$ cat config.mk
export PLATFORM = sky130hd
export DESIGN_NAME = char_anim_sequencer
export DESIGN_NICKNAME = d
export VERILOG_FILES = /design/src/rtl/char_anim_pkg.sv /design/src/rtl/anim_frame_timer.sv /design/src/rtl/char_anim_sequencer.sv
export SDC_FILE = /design/constraint.sdc
export NUM_CORES = 1
export LEC_CHECK = 0
export ABC_AREA = 1
export BUFFER_PORTS_ARGS = -buffer_cell sky130_fd_sc_hd__buf_2
export CAP_MARGIN = 5
export CORE_MARGIN = 4
export CORE_UTILIZATION = 30
export DETAILED_ROUTE_END_ITERATION = 6
export GPL_TIMING_DRIVEN = 0
export PLACE_DENSITY = 0.48
export SLEW_MARGIN = 20
export SYNTH_ARGS = -nofsm -noshare
export SYNTH_HDL_FRONTEND = slang
export SYNTH_SLANG_ARGS = --single-unit
$ cat constraint.sdc
create_clock -name sys_clk -period 2.5 [get_ports sys_clk]
set_clock_uncertainty 0.05 [all_clocks]
set_input_delay 0.125 -clock sys_clk [delete_from_list [all_inputs] [get_ports sys_clk]]
set_output_delay 0.125 -clock sys_clk [all_outputs]
set_load 0.1 [all_outputs]
$ cat src/rtl/char_anim_pkg.sv
// Shared sprite codes and facing constants for the character animation path.
// Sprite codes must stay identical to the display controller's sprite table.
package char_anim_pkg;

    localparam logic [2:0] SPR_IDLE_1    = 3'd0;
    localparam logic [2:0] SPR_IDLE_2    = 3'd1;
    localparam logic [2:0] SPR_CHARGE    = 3'd2;
    localparam logic [2:0] SPR_JUMP_UP   = 3'd3;
    localparam logic [2:0] SPR_JUMP_DOWN = 3'd4;
    localparam logic [2:0] SPR_FALL      = 3'd5;

    localparam logic signed [1:0] FACE_RIGHT = 2'sb01;
    localparam logic signed [1:0] FACE_LEFT  = 2'sb11;

    typedef enum logic [2:0] {
        ST_IDLE_1    = SPR_IDLE_1,
        ST_IDLE_2    = SPR_IDLE_2,
        ST_CHARGE    = SPR_CHARGE,
        ST_JUMP_UP   = SPR_JUMP_UP,
        ST_JUMP_DOWN = SPR_JUMP_DOWN,
        ST_FALL      = SPR_FALL
    } anim_state_e;

    // Only the two real directions update facing; 00 and 10 mean "keep".
    function automatic logic face_valid(input logic signed [1:0] f);
        return (f == FACE_RIGHT) || (f == FACE_LEFT);
    endfunction

endpackage

$ cat src/rtl/anim_frame_timer.sv
// Loadable up/down frame counter; every update is gated by the frame tick.
// Flags report zero and a caller-supplied terminal value.
module anim_frame_timer #(
    parameter int CNT_WIDTH = 6
) (
    input  logic                 clk,
    input  logic                 rst_n,
    input  logic                 tick,
    input  logic                 load,
    input  logic [CNT_WIDTH-1:0] load_val,
    input  logic                 inc,
    input  logic                 dec,
    input  logic [CNT_WIDTH-1:0] term_val,
    output logic                 at_zero,
    output logic                 at_term
);

    logic [CNT_WIDTH-1:0] cnt_q, cnt_d;

    always_comb begin
        cnt_d = cnt_q;
        if (tick) begin
            if (load)
                cnt_d = load_val;
            else if (inc)
                cnt_d = cnt_q + 1'b1;
            else if (dec)
                cnt_d = cnt_q - 1'b1;
        end
    end

    always_ff @(posedge clk or negedge rst_n) begin
        if (!rst_n)
            cnt_q <= '0;
        else
            cnt_q <= cnt_d;
    end

    assign at_zero = (cnt_q == '0);
    assign at_term = (cnt_q == term_val);

endmodule

$ cat src/rtl/char_anim_sequencer.sv
// Frame-synchronous character animation sequencer: sprite code and facing update only on frame_tick.
// Optional CHAR_ANIM_DEBOUNCE_EN requires two agreeing ticks before a mid-air up/down flip.
module char_anim_sequencer
    import char_anim_pkg::*;
#(
    parameter int IDLE_FRAMES = 30,
    parameter int LAND_FRAMES = 8,
    parameter int CNT_WIDTH   = 6
) (
    input  logic              sys_clk,
    input  logic              sys_rst_n,
    input  logic              frame_tick,
    input  logic              on_ground,
    input  logic              charging,
    input  logic              rising,
    input  logic signed [1:0] face_req,
    output logic [2:0]        char_id,
    output logic signed [1:0] char_face,
    output logic              anim_busy
);

    localparam logic [CNT_WIDTH-1:0] IDLE_TERM = CNT_WIDTH'(IDLE_FRAMES - 1);
    localparam logic [CNT_WIDTH-1:0] LAND_TERM = CNT_WIDTH'(LAND_FRAMES - 1);

    anim_state_e          state_q, state_d;
    logic signed [1:0]    face_q, face_d;
    logic                 ld, inc, dec;
    logic [CNT_WIDTH-1:0] ld_val;
    logic                 at_zero, at_term;
    logic                 airborne;
`ifdef CHAR_ANIM_DEBOUNCE_EN
    logic                 pend_q, pend_d;
`endif

    assign airborne = (state_q == ST_JUMP_UP) || (state_q == ST_JUMP_DOWN);

    always_comb begin
        state_d = state_q;
        face_d  = face_q;
        ld      = 1'b0;
        ld_val  = '0;
        inc     = 1'b0;
        dec     = 1'b0;
`ifdef CHAR_ANIM_DEBOUNCE_EN
        pend_d  = pend_q;
`endif
        if (frame_tick) begin
`ifdef CHAR_ANIM_DEBOUNCE_EN
            pend_d = 1'b0;
`endif
            if (!on_ground) begin
                ld = 1'b1;
                if (!airborne) begin
                    state_d = rising ? ST_JUMP_UP : ST_JUMP_DOWN;
                end else begin
`ifdef CHAR_ANIM_DEBOUNCE_EN
                    // A disagreeing rising must be seen on two ticks in a row.
                    if (rising != (state_q == ST_JUMP_UP)) begin
                        if (pend_q)
                            state_d = rising ? ST_JUMP_UP : ST_JUMP_DOWN;
                        else
                            pend_d = 1'b1;
                    end
`else
                    state_d = rising ? ST_JUMP_UP : ST_JUMP_DOWN;
`endif
                end
            end else if (airborne) begin
                state_d = ST_FALL;
                ld      = 1'b1;
                ld_val  = LAND_TERM;
            end else begin
                case (state_q)
                    ST_FALL: begin
                        if (at_zero) begin
                            state_d = charging ? ST_CHARGE : ST_IDLE_1;
                            ld      = 1'b1;
                        end else begin
                            dec = 1'b1;
                        end
                    end
                    ST_CHARGE: begin
                        if (!charging) begin
                            state_d = ST_IDLE_1;
                            ld      = 1'b1;
                        end
                    end
                    default: begin
                        if (charging) begin
                            state_d = ST_CHARGE;
                        end else if (at_term) begin
                            state_d = (state_q == ST_IDLE_1) ? ST_IDLE_2 : ST_IDLE_1;
                            ld      = 1'b1;
                        end else begin
                            inc = 1'b1;
                        end
                    end
                endcase
            end

            // Facing is frozen in the air and during the landing hold.
            if ((state_d == ST_IDLE_1 || state_d == ST_IDLE_2 || state_d == ST_CHARGE)
                && face_valid(face_req))
                face_d = face_req;
        end
    end

    always_ff @(posedge sys_clk or negedge sys_rst_n) begin
        if (!sys_rst_n) begin
            state_q <= ST_IDLE_1;
            face_q  <= FACE_RIGHT;
        end else begin
            state_q <= state_d;
            face_q  <= face_d;
        end
    end

`ifdef CHAR_ANIM_DEBOUNCE_EN
    always_ff @(posedge sys_clk or negedge sys_rst_n) begin
        if (!sys_rst_n)
            pend_q <= 1'b0;
        else
            pend_q <= pend_d;
    end
`endif

    anim_frame_timer #(
        .CNT_WIDTH (CNT_WIDTH)
    ) u_timer (
        .clk      (sys_clk),
        .rst_n    (sys_rst_n),
        .tick     (frame_tick),
        .load     (ld),
        .load_val (ld_val),
        .inc      (inc),
        .dec      (dec),
        .term_val (IDLE_TERM),
        .at_zero  (at_zero),
        .at_term  (at_term)
    );

    assign char_id   = state_q;
    assign char_face = face_q;
    assign anim_busy = (state_q == ST_FALL);

endmodule

==> results.cfg, run 1 <==
[routing]
ant_nets = 0
drt_pass1_iterations = 4
vias = 954
drc = 0
routed_via_density = 4.70
wirelength_um = 2310
drtIter0Drc = 42
wl_per_cell_um = 11.4

[global_route]
gr-usage-met1_pct = 15.2
grt_usage_pct = 11.9
grt_pass1_wl_um = 3880
grt_pass1_vias = 833
top_usage_layer = met2
met3_usage_pct = 3.81
gr-total-overflow = 0
use_met2_pct = 19.9
antenna_found_initial = 0
grt_max_degree = 14

[floorplanning]
row_count = 20
dieArea_um2 = 4200
core_um2 = 3080
initial_core_util_pct = 31.4
io_pins = 14
die_h_um = 64.8
die_w_um = 64.8

[clock_network]
clock_sinks = 11
cts_tree = yes
clkTransAtPathRegs_ns = 0.08
clk_latency_ns = 0.28
root_buffer = clkbuf_4
cts_buffer_depth = 2
cts_buffers = 3
htree_levels = 1

[timing]
slew_violations = 0
finalCriticalPeriod_ns = 2.33
max_freq_mhz = 430
relSlewSlack_pct = 67.6
fin_ws_ns = 0.174
final.setup.tns_ns = 0
rsz0062_at_grt = no
finalHoldViolCount = 0
timing.final.crit_share_pct = 93.0
worst_pin_slew_ns = 0.489
setup_viol = 0

[synthesis]
synthCells = 138
synth-xor-area-share_pct = 2.72
synthSimpleGateAreaFrac_pct = 45.8
synth.distinct_cells = 26
syn_nets = 151
synth_top_family_by_area = simple AND/OR/NAND/NOR gates
ys_warn_count = 0
synth_fa_ha_area_share_pct = 7.24
yosysSeqAreaShare_pct = 28.6
synth_compound_area_share_pct = 7.37
synthesis.area_um2 = 967
syn_area_per_cell_um2 = 7.01
synth_seq_cells = 11
synthMuxAreaShare_pct = 0

[worst_setup_path]
critical_path.startpoint_type = flip-flop
required_ns = 2.62
worstPathMaxFanout = 13
r2r_slack_ns = 0.17
cp.arrival_ns = 2.44
criticalPathCategory = flip-flop to flip-flop
cp-end-kind = flip-flop

[layout]
multiInputGateArea_um2 = 629
fin_nets = 173
final_design_area_no_fill_um2 = 1170
seq_area_um2 = 280
fillers = 336
fin_util_pct = 38.0
final_cells = 203
num_antenna_cells = 0
drive_above_1_share_pct = 24.5
area_delta_synth_final_pct = 21.0

[status]
status = complete, no violations

[placement]
post-place-cells = 195
dpl_cell_area_um2 = 1090
dpl.hpwl_um = 1850
gp_congestion = 0.811
pre_cts_slack_ns = 0.191
io_buffers = 13

[worst_hold_path]
hold_class = input pin to flip-flop

[power_and_ir_drop]
power_density_nw_per_um2 = 848
vdd_drop_max_mv = 0.327
leakage_nw = 0.611

[flow_run]
maxCapViolCount = 0
[kinds of logic after synthesis]
family / count (synthesis)
adders and majority gates: 5
buffers and inverters: 21
and+or+nand+nor: 86
xor gates and xnor gates: 3
AOI/OAI and AO/OA: 12
DFF: 11
[path summary, 6_finish.rpt]
path | end | cells past startpoint | from
min reg2reg | char_face[0]$_DFFE_PN1P_ | 2 | char_face[0]$_DFFE_PN1P_
min in group asynchronous | u_timer.cnt_q[5]$_DFFE_PN0P_ | 2 | sys_rst_n
max | u_timer.cnt_q[3]$_DFFE_PN0P_ | 11 | char_id[0]$_DFFE_PN0P_
min | char_face[1]$_DFFE_PN0P_ | 3 | face_req[1]
max reg2reg | u_timer.cnt_q[3]$_DFFE_PN0P_ | 11 | char_id[0]$_DFFE_PN0P_
max in group asynchronous | char_face[0]$_DFFE_PN1P_ | 2 | sys_rst_n
[cells in the final DEF, fill, tap and decap left out, types with 2 or more instances in the layout]
cell type  count
ha_1           4
xor2_1         2
nand2_4        2
dfrtp_1        7
nand2_1       39
o21ai_2        2
buf_2         14
o21ai_1        2
o21ai_0        2
nand3_2        4
nor2_4         3
nand4_1        9
inv_1         19
a21oi_1        4
clkbuf_4       3
nand3_1       14
buf_4          3
dfrtp_2        3
nor2_1        11
[cells in the mapped netlist, drive strengths merged]
| cell | instances | share of area, % |
|---|---|---|
| nand3 | 19 | 13 |
| a21oi | 4 | 2.1 |
| inv | 20 | 7.8 |
| nor2 | 14 | 6.7 |
| xnor2 | 1 | 0.91 |
| o211ai | 1 | 0.78 |
| nand4 | 9 | 5.8 |
| and2 | 1 | 0.65 |
| nand2 | 42 | 19 |
| xor2 | 2 | 1.8 |
| ha | 4 | 5.2 |
| dfrtp | 10 | 26 |
| a31oi | 1 | 0.65 |
| nand3b | 1 | 0.78 |
| fa | 1 | 2.1 |
| buf | 1 | 0.52 |
| dfstp | 1 | 2.7 |
| o21ai | 6 | 3.9 |
[per-layer routing]
metal | part of all wire (%) | wire length [um] | vias to the layer above
met1 | 45 | 1040 | 434
li1 | - | - | 496
met5 | 0 | 0 | -
met2 | 49 | 1140 | 22
met4 | 0.35 | 8 | 0
met3 | 5.3 | 122 | 2
[report_power, final]
part	leakage, nW	switching, W	total, W	internal, W
registers	0.135	0.0000622	0.000282	0.000220
logic	0.458	0.000385	0.000581	0.000196
clock network	0.0177	0.0000693	0.000129	0.0000593
total	0.611	0.000516	0.000992	0.000476
[area by class of cell]
| cell class | instances | area share (%) |
|---|---|---|
| multi-input cells | 106 | 53.8 |
| flip-flops and latches | 11 | 24.0 |
| repair buffers | 17 | 8.34 |
| inverters | 20 | 6.42 |
| well taps | 44 | 4.71 |
| clock buffers | 3 | 1.93 |
| clock inverters | 1 | 0.428 |
| plain buffers | 1 | 0.428 |
[critical path, stage by stage (launching register included)]
cell and delay [ns]:
dfrtp_2 0.45, nand3_1 0.17, nand3_2 0.12, nor2_4 0.22
nand2_8 0.13, ha_1 0.35, a21oi_1 0.20, o21ai_0 0.14
xnor2_1 0.15, inv_1 0.06, nand4_1 0.10, o21ai_2 0.06
[sequential cells by signal, indices dropped and copies added (netlist names)]
name	flops
char_id	3
char_face	2
u_timer.cnt_q	6
[through the flow]
stage               total power (W)  hold slack [ns]
CTS                        0.000982           0.0343
detailed placement         0.000849          -0.0327
global placement           0.000841          -0.0369
global route                0.00108           0.0497
finish                     0.000992           0.0386
floorplan                  0.000731           -0.221
[what timing repair did]
action | 4_1_cts | 5_1_grt
endpoints found under the hold margin | 11 | 0
hold buffers | 1 | 0
resized for setup | 0 | 3
buffers inserted | 0 | 3
endpoints found under the setup margin | 0 | 1
(Power assumes the default switching activity.)
==> inputs of run 2 (changes only) <==
--- a/config.mk
+++ b/config.mk
@@ -8,6 +8,7 @@
 export ABC_AREA = 1
 export BUFFER_PORTS_ARGS = -buffer_cell sky130_fd_sc_hd__buf_2
 export CAP_MARGIN = 5
+export CORE_ASPECT_RATIO = 1.25
 export CORE_MARGIN = 4
 export CORE_UTILIZATION = 30
 export DETAILED_ROUTE_END_ITERATION = 6
==> run 2 against run 1 <==
Against the previous run:
- die area is 0.13% higher
- wire length up 3.0%
- sequential cell count stayed put
- register-to-register slack gained 0.02 ns
- total power is 0.20% lower
==> results.cfg, run 2 (synthesized netlist as in run 1, its figures left out) <==
[status]
status = complete, no violations

[global_route]
gr-total-overflow = 0
grt_max_degree = 14
antenna_found_initial = 0
grt_pass1_wl_um = 3980
grt_usage_pct = 12.3
grt_pass1_vias = 886

[clock_network]
cts_tree = yes
clock_sinks = 11
cts_buffers = 3
root_buffer = clkbuf_4
clkTransAtPathRegs_ns = 0.07
htree_levels = 1
clk_latency_ns = 0.27
cts_buffer_depth = 2

[timing]
slew_violations = 0
relSlewSlack_pct = 67.9
fin_ws_ns = 0.191
timing.final.crit_share_pct = 92.4
finalCriticalPeriod_ns = 2.31
finalHoldViolCount = 0
max_freq_mhz = 433
setup_viol = 0
worst_pin_slew_ns = 0.485

[routing]
drc = 0
vias = 946
routed_via_density = 4.85
ant_nets = 0
drt_pass1_iterations = 4
wirelength_um = 2380
drtIter0Drc = 56
wl_per_cell_um = 12.2

[worst_setup_path]
critical_path.startpoint_type = flip-flop
worstReg2RegStart = char_id[0]$_DFFE_PN0P_
r2r_slack_ns = 0.19
ff2ff_path_depth = 11
cp.arrival_ns = 2.42
criticalPathCategory = flip-flop to flip-flop
r2r-end = u_timer.cnt_q[3]$_DFFE_PN0P_
cp-end-kind = flip-flop
worstPathMaxFanout = 13
required_ns = 2.61

[layout]
seq_area_um2 = 280
area_delta_synth_final_pct = 19.8
largest_register_ffs = 6
mostFrequentLayoutCells = nand2_1, inv_1, nand3_1, buf_2, nor2_1
final_design_area_no_fill_um2 = 1160
fillers = 331
final_cells = 195
fin_util_pct = 38.3
multiInputGateArea_um2 = 629
drive_above_1_share_pct = 23.9
final_common_cell = nand2_1
max_flop_register = u_timer.cnt_q
num_antenna_cells = 0
fin_nets = 173

[placement]
dpl_cell_area_um2 = 1080
dpl.hpwl_um = 1870
io_buffers = 13
post-place-cells = 187
pre_cts_slack_ns = 0.168
gp_congestion = 0.836

[power_and_ir_drop]
power_density_nw_per_um2 = 854
leakage_nw = 0.608
p_total_w = 0.000990
vdd_drop_max_mv = 0.387

[worst_hold_path]
holdCritStartpoint = face_req[1]
hold_class = input pin to flip-flop
hold_path_depth = 3
holdPathEnd = char_face[1]$_DFFE_PN0P_

[floorplanning]
die_h_um = 71.5
die_w_um = 58.8
dieArea_um2 = 4200
initial_core_util_pct = 31.9
row_count = 22
core_um2 = 3030
io_pins = 14

[flow_run]
maxCapViolCount = 0
[run 2: changes by cell type in the layout (fill, tap and decap cells not counted)]
cell and change:
clkbuf_1 +1, clkinv_2 -1
[run 2: how the worst max path moves through the flow]
stage,startpoint,endpoint,cells past startpoint
3_3_place_gp,u_timer.cnt_q[5]$_DFFE_PN0P_,u_timer.cnt_q[3]$_DFFE_PN0P_,12
6_report,char_id[0]$_DFFE_PN0P_,u_timer.cnt_q[3]$_DFFE_PN0P_,11
5_1_grt,char_id[2]$_DFFE_PN0P_,u_timer.cnt_q[3]$_DFFE_PN0P_,12
4_1_cts,char_id[2]$_DFFE_PN0P_,u_timer.cnt_q[3]$_DFFE_PN0P_,12
3_5_place_dp,char_id[2]$_DFFE_PN0P_,u_timer.cnt_q[3]$_DFFE_PN0P_,12
2_1_floorplan,char_id[2]$_DFFE_PN0P_,u_timer.cnt_q[3]$_DFFE_PN0P_,12
[run 2: metal layers]
layer | wire length, um | global-route usage, %
met5 | 0 | 0
met4 | 19 | 3.02
met3 | 117 | 4.14
met1 | 1040 | 14.7
met2 | 1200 | 20.9
[run 2: layout make-up]
cell class	instances	area share, %
well taps	36	3.89
inverters	20	6.48
clock buffers	4	2.27
plain buffers	1	0.432
repair buffers	17	8.42
multi-input cells	106	54.3
flip-flops and latches	11	24.2
[run 2: critical path, cell delays in order (launching register included)]
cell	delay, ns
dfrtp_2	0.46
nand3_1	0.17
nand3_2	0.12
nor2_4	0.20
nand2_8	0.13
ha_1	0.35
a21oi_1	0.21
o21ai_0	0.14
xnor2_1	0.15
inv_1	0.06
nand4_1	0.10
o21ai_2	0.06
[run 2: timing repair]
| action | 4_1_cts | 5_1_grt |
|---|---|---|
| resized for setup | 0 | 3 |
| endpoints found under the hold margin | 11 | 0 |
| buffers inserted | 0 | 3 |
| endpoints found under the setup margin | 0 | 2 |
| hold buffers | 1 | 0 |
[run 2: metrics by stage]
stage	setup TNS [ns]	hold WS (ns)
3_3_place_gp	0	-0.0412
4_1_cts	0	0.0293
6_report	0	0.0345
3_5_place_dp	0	-0.0414
5_1_grt	-0.00220	0.0172
2_1_floorplan	0	-0.221
[run 2: power by group]
group	switching (W)	internal, W	total (W)
clock	0.0000617	0.0000618	0.000124
sequential	0.0000654	0.000220	0.000285
combinational	0.000386	0.000195	0.000581
==> inputs of run 3 (changes only) <==
--- a/config.mk
+++ b/config.mk
@@ -11,6 +11,8 @@
 export CORE_ASPECT_RATIO = 1.25
 export CORE_MARGIN = 4
 export CORE_UTILIZATION = 30
+export CTS_BUF_LIST = sky130_fd_sc_hd__clkbuf_8
+export CTS_CLUSTER_DIAMETER = 30
 export DETAILED_ROUTE_END_ITERATION = 6
 export GPL_TIMING_DRIVEN = 0
 export PLACE_DENSITY = 0.48
==> run 3 against run 2 <==
Against the previous run:
- non-clock buffer count stayed put
- critical path depth stayed put
- register-to-register slack hardly changed
- cell count stayed put
- largest cell class unchanged
- clock power is 42% higher
- global-route usage hardly changed
- die area stayed put
- critical endpoint unchanged
- worst setup slack better by 0.0049 ns
- total power is 5.3% higher
- via count stayed put
- design area is 1.6% higher
==> results.cfg, run 3 (synthesized netlist as in run 1, its figures left out) <==
[status]
status = complete, no violations

[clock_network]
root_buffer = clkbuf_8
clkTransAtPathRegs_ns = 0.05
htree_levels = 1
cts_buffers = 3
cts_tree = yes
clk_latency_ns = 0.24
cts_buffer_depth = 2
clock_sinks = 11

[placement]
gp_congestion = 0.836
post-place-cells = 187
io_buffers = 13
dpl.hpwl_um = 1870

[floorplanning]
io_pins = 14
die_h_um = 71.5
die_w_um = 58.8
dieArea_um2 = 4200
core_um2 = 3030
row_count = 22
initial_core_util_pct = 31.9

[worst_setup_path]
ff2ff_path_depth = 11
worstPathMaxFanout = 13
criticalPathCategory = flip-flop to flip-flop
critical_path.startpoint_type = flip-flop
cp.arrival_ns = 2.38
cp-end-kind = flip-flop
required_ns = 2.58

[timing]
slew_violations = 0
setup_viol = 0
timing.final.crit_share_pct = 92.2
final.setup.tns_ns = 0
finalHoldViolCount = 0
max_freq_mhz = 434
relSlewSlack_pct = 67.9
worst_pin_slew_ns = 0.485
rsz0062_at_grt = no
finalCriticalPeriod_ns = 2.30

[global_route]
grt_pass1_wl_um = 3990
top_usage_layer = met2
grt_pass1_vias = 886
grt_usage_pct = 12.3
grt_max_degree = 14
use_met2_pct = 20.9
gr-usage-met1_pct = 14.8
gr-total-overflow = 0
antenna_found_initial = 0
met3_usage_pct = 4.14

[routing]
drtIter0Drc = 54
wirelength_um = 2390
drc = 0
routed_via_density = 4.85
ant_nets = 0
vias = 946
drt_pass1_iterations = 4
wl_per_cell_um = 12.2

[worst_hold_path]
hold_path_depth = 3
hold_class = input pin to flip-flop

[layout]
fin_nets = 173
max_flop_register = u_timer.cnt_q
num_antenna_cells = 0
area_delta_synth_final_pct = 21.7
drive_above_1_share_pct = 23.9
largest_register_ffs = 6
mostFrequentLayoutCells = nand2_1, inv_1, nand3_1, buf_2, nor2_1
final_cells = 195
final_common_cell = nand2_1

[power_and_ir_drop]
vdd_drop_max_mv = 0.431
leakage_nw = 0.620
power_density_nw_per_um2 = 885

[flow_run]
maxCapViolCount = 0
[run 3: cell count changes in the layout (fill, tap and decap cells not counted), sizes merged]
cell | previous run | this run
clkbuf | 4 | 3
inv | 20 | 21
[run 3: cell type report]
cell class                 instances  area [um^2]
inverter                          20         75.1
timing repair buffer              17         97.6
sequential                        11          280
multi-input combinational        106          629
tap                               36         45.0
fill                             327         1850
clock inverter                     1         3.75
clock buffer                       3         41.3
buffer                             1         5.00
[run 3: path summary, 6_finish.rpt]
path                       slack, ns                startpoint                            to
setup / recovery                0.20    char_id[0]$_DFFE_PN0P_  u_timer.cnt_q[3]$_DFFE_PN0P_
hold / removal                  0.07               face_req[1]      char_face[1]$_DFFE_PN0P_
setup reg to reg                0.20    char_id[0]$_DFFE_PN0P_  u_timer.cnt_q[3]$_DFFE_PN0P_
hold reg to reg                 0.40  char_face[0]$_DFFE_PN1P_      char_face[0]$_DFFE_PN1P_
max in group asynchronous       1.91                 sys_rst_n      char_face[0]$_DFFE_PN1P_
min in group asynchronous       0.23                 sys_rst_n        char_id[2]$_DFFE_PN0P_
[run 3: critical path, stage by stage, from the launching register on]
cell and delay (ns):
dfrtp_2 0.45, nand3_1 0.17, nand3_2 0.12, nor2_4 0.20
nand2_8 0.13, ha_1 0.35, a21oi_1 0.21, o21ai_0 0.14
xnor2_1 0.15, inv_1 0.06, nand4_1 0.10, o21ai_2 0.06
[run 3: what timing repair did]
action | 4_1_cts | 5_1_grt
hold buffers | 1 | 0
endpoints found under the setup margin | 0 | 2
resized for setup | 0 | 3
setup buffers | 0 | 3
endpoints found under the hold margin | 11 | 0
[run 3: power breakdown]
group | internal (W) | switching [W]
combinational | 0.000195 | 0.000385
sequential | 0.000221 | 0.0000657
clock | 0.000108 | 0.0000681
[run 3: routing by layer]
metal	up-vias	wire [um]	part of all wire, %
met2	12	1190	50
li1	499	-	-
met3	4	110	4.6
met1	431	1060	45
met5	-	0	0
met4	0	19	0.80
[run 3: stage by stage]
step / power, W / utilization, % / cell area (um^2) / setup slack, ns / hold slack [ns]
2_1_floorplan: 0.000731 / - / 971 / 0.0210 / -0.221
3_3_place_gp: 0.000849 / 35.7 / 1080 / 0.167 / -0.0412
3_5_place_dp: 0.000853 / 35.7 / 1080 / 0.168 / -0.0414
4_1_cts: 0.00104 / 37.5 / 1140 / 0.156 / 0.0708
5_1_grt: 0.00115 / 38.9 / 1180 / 0.00173 / 0.0679
6_report: 0.00104 / 38.9 / 1180 / 0.196 / 0.0696
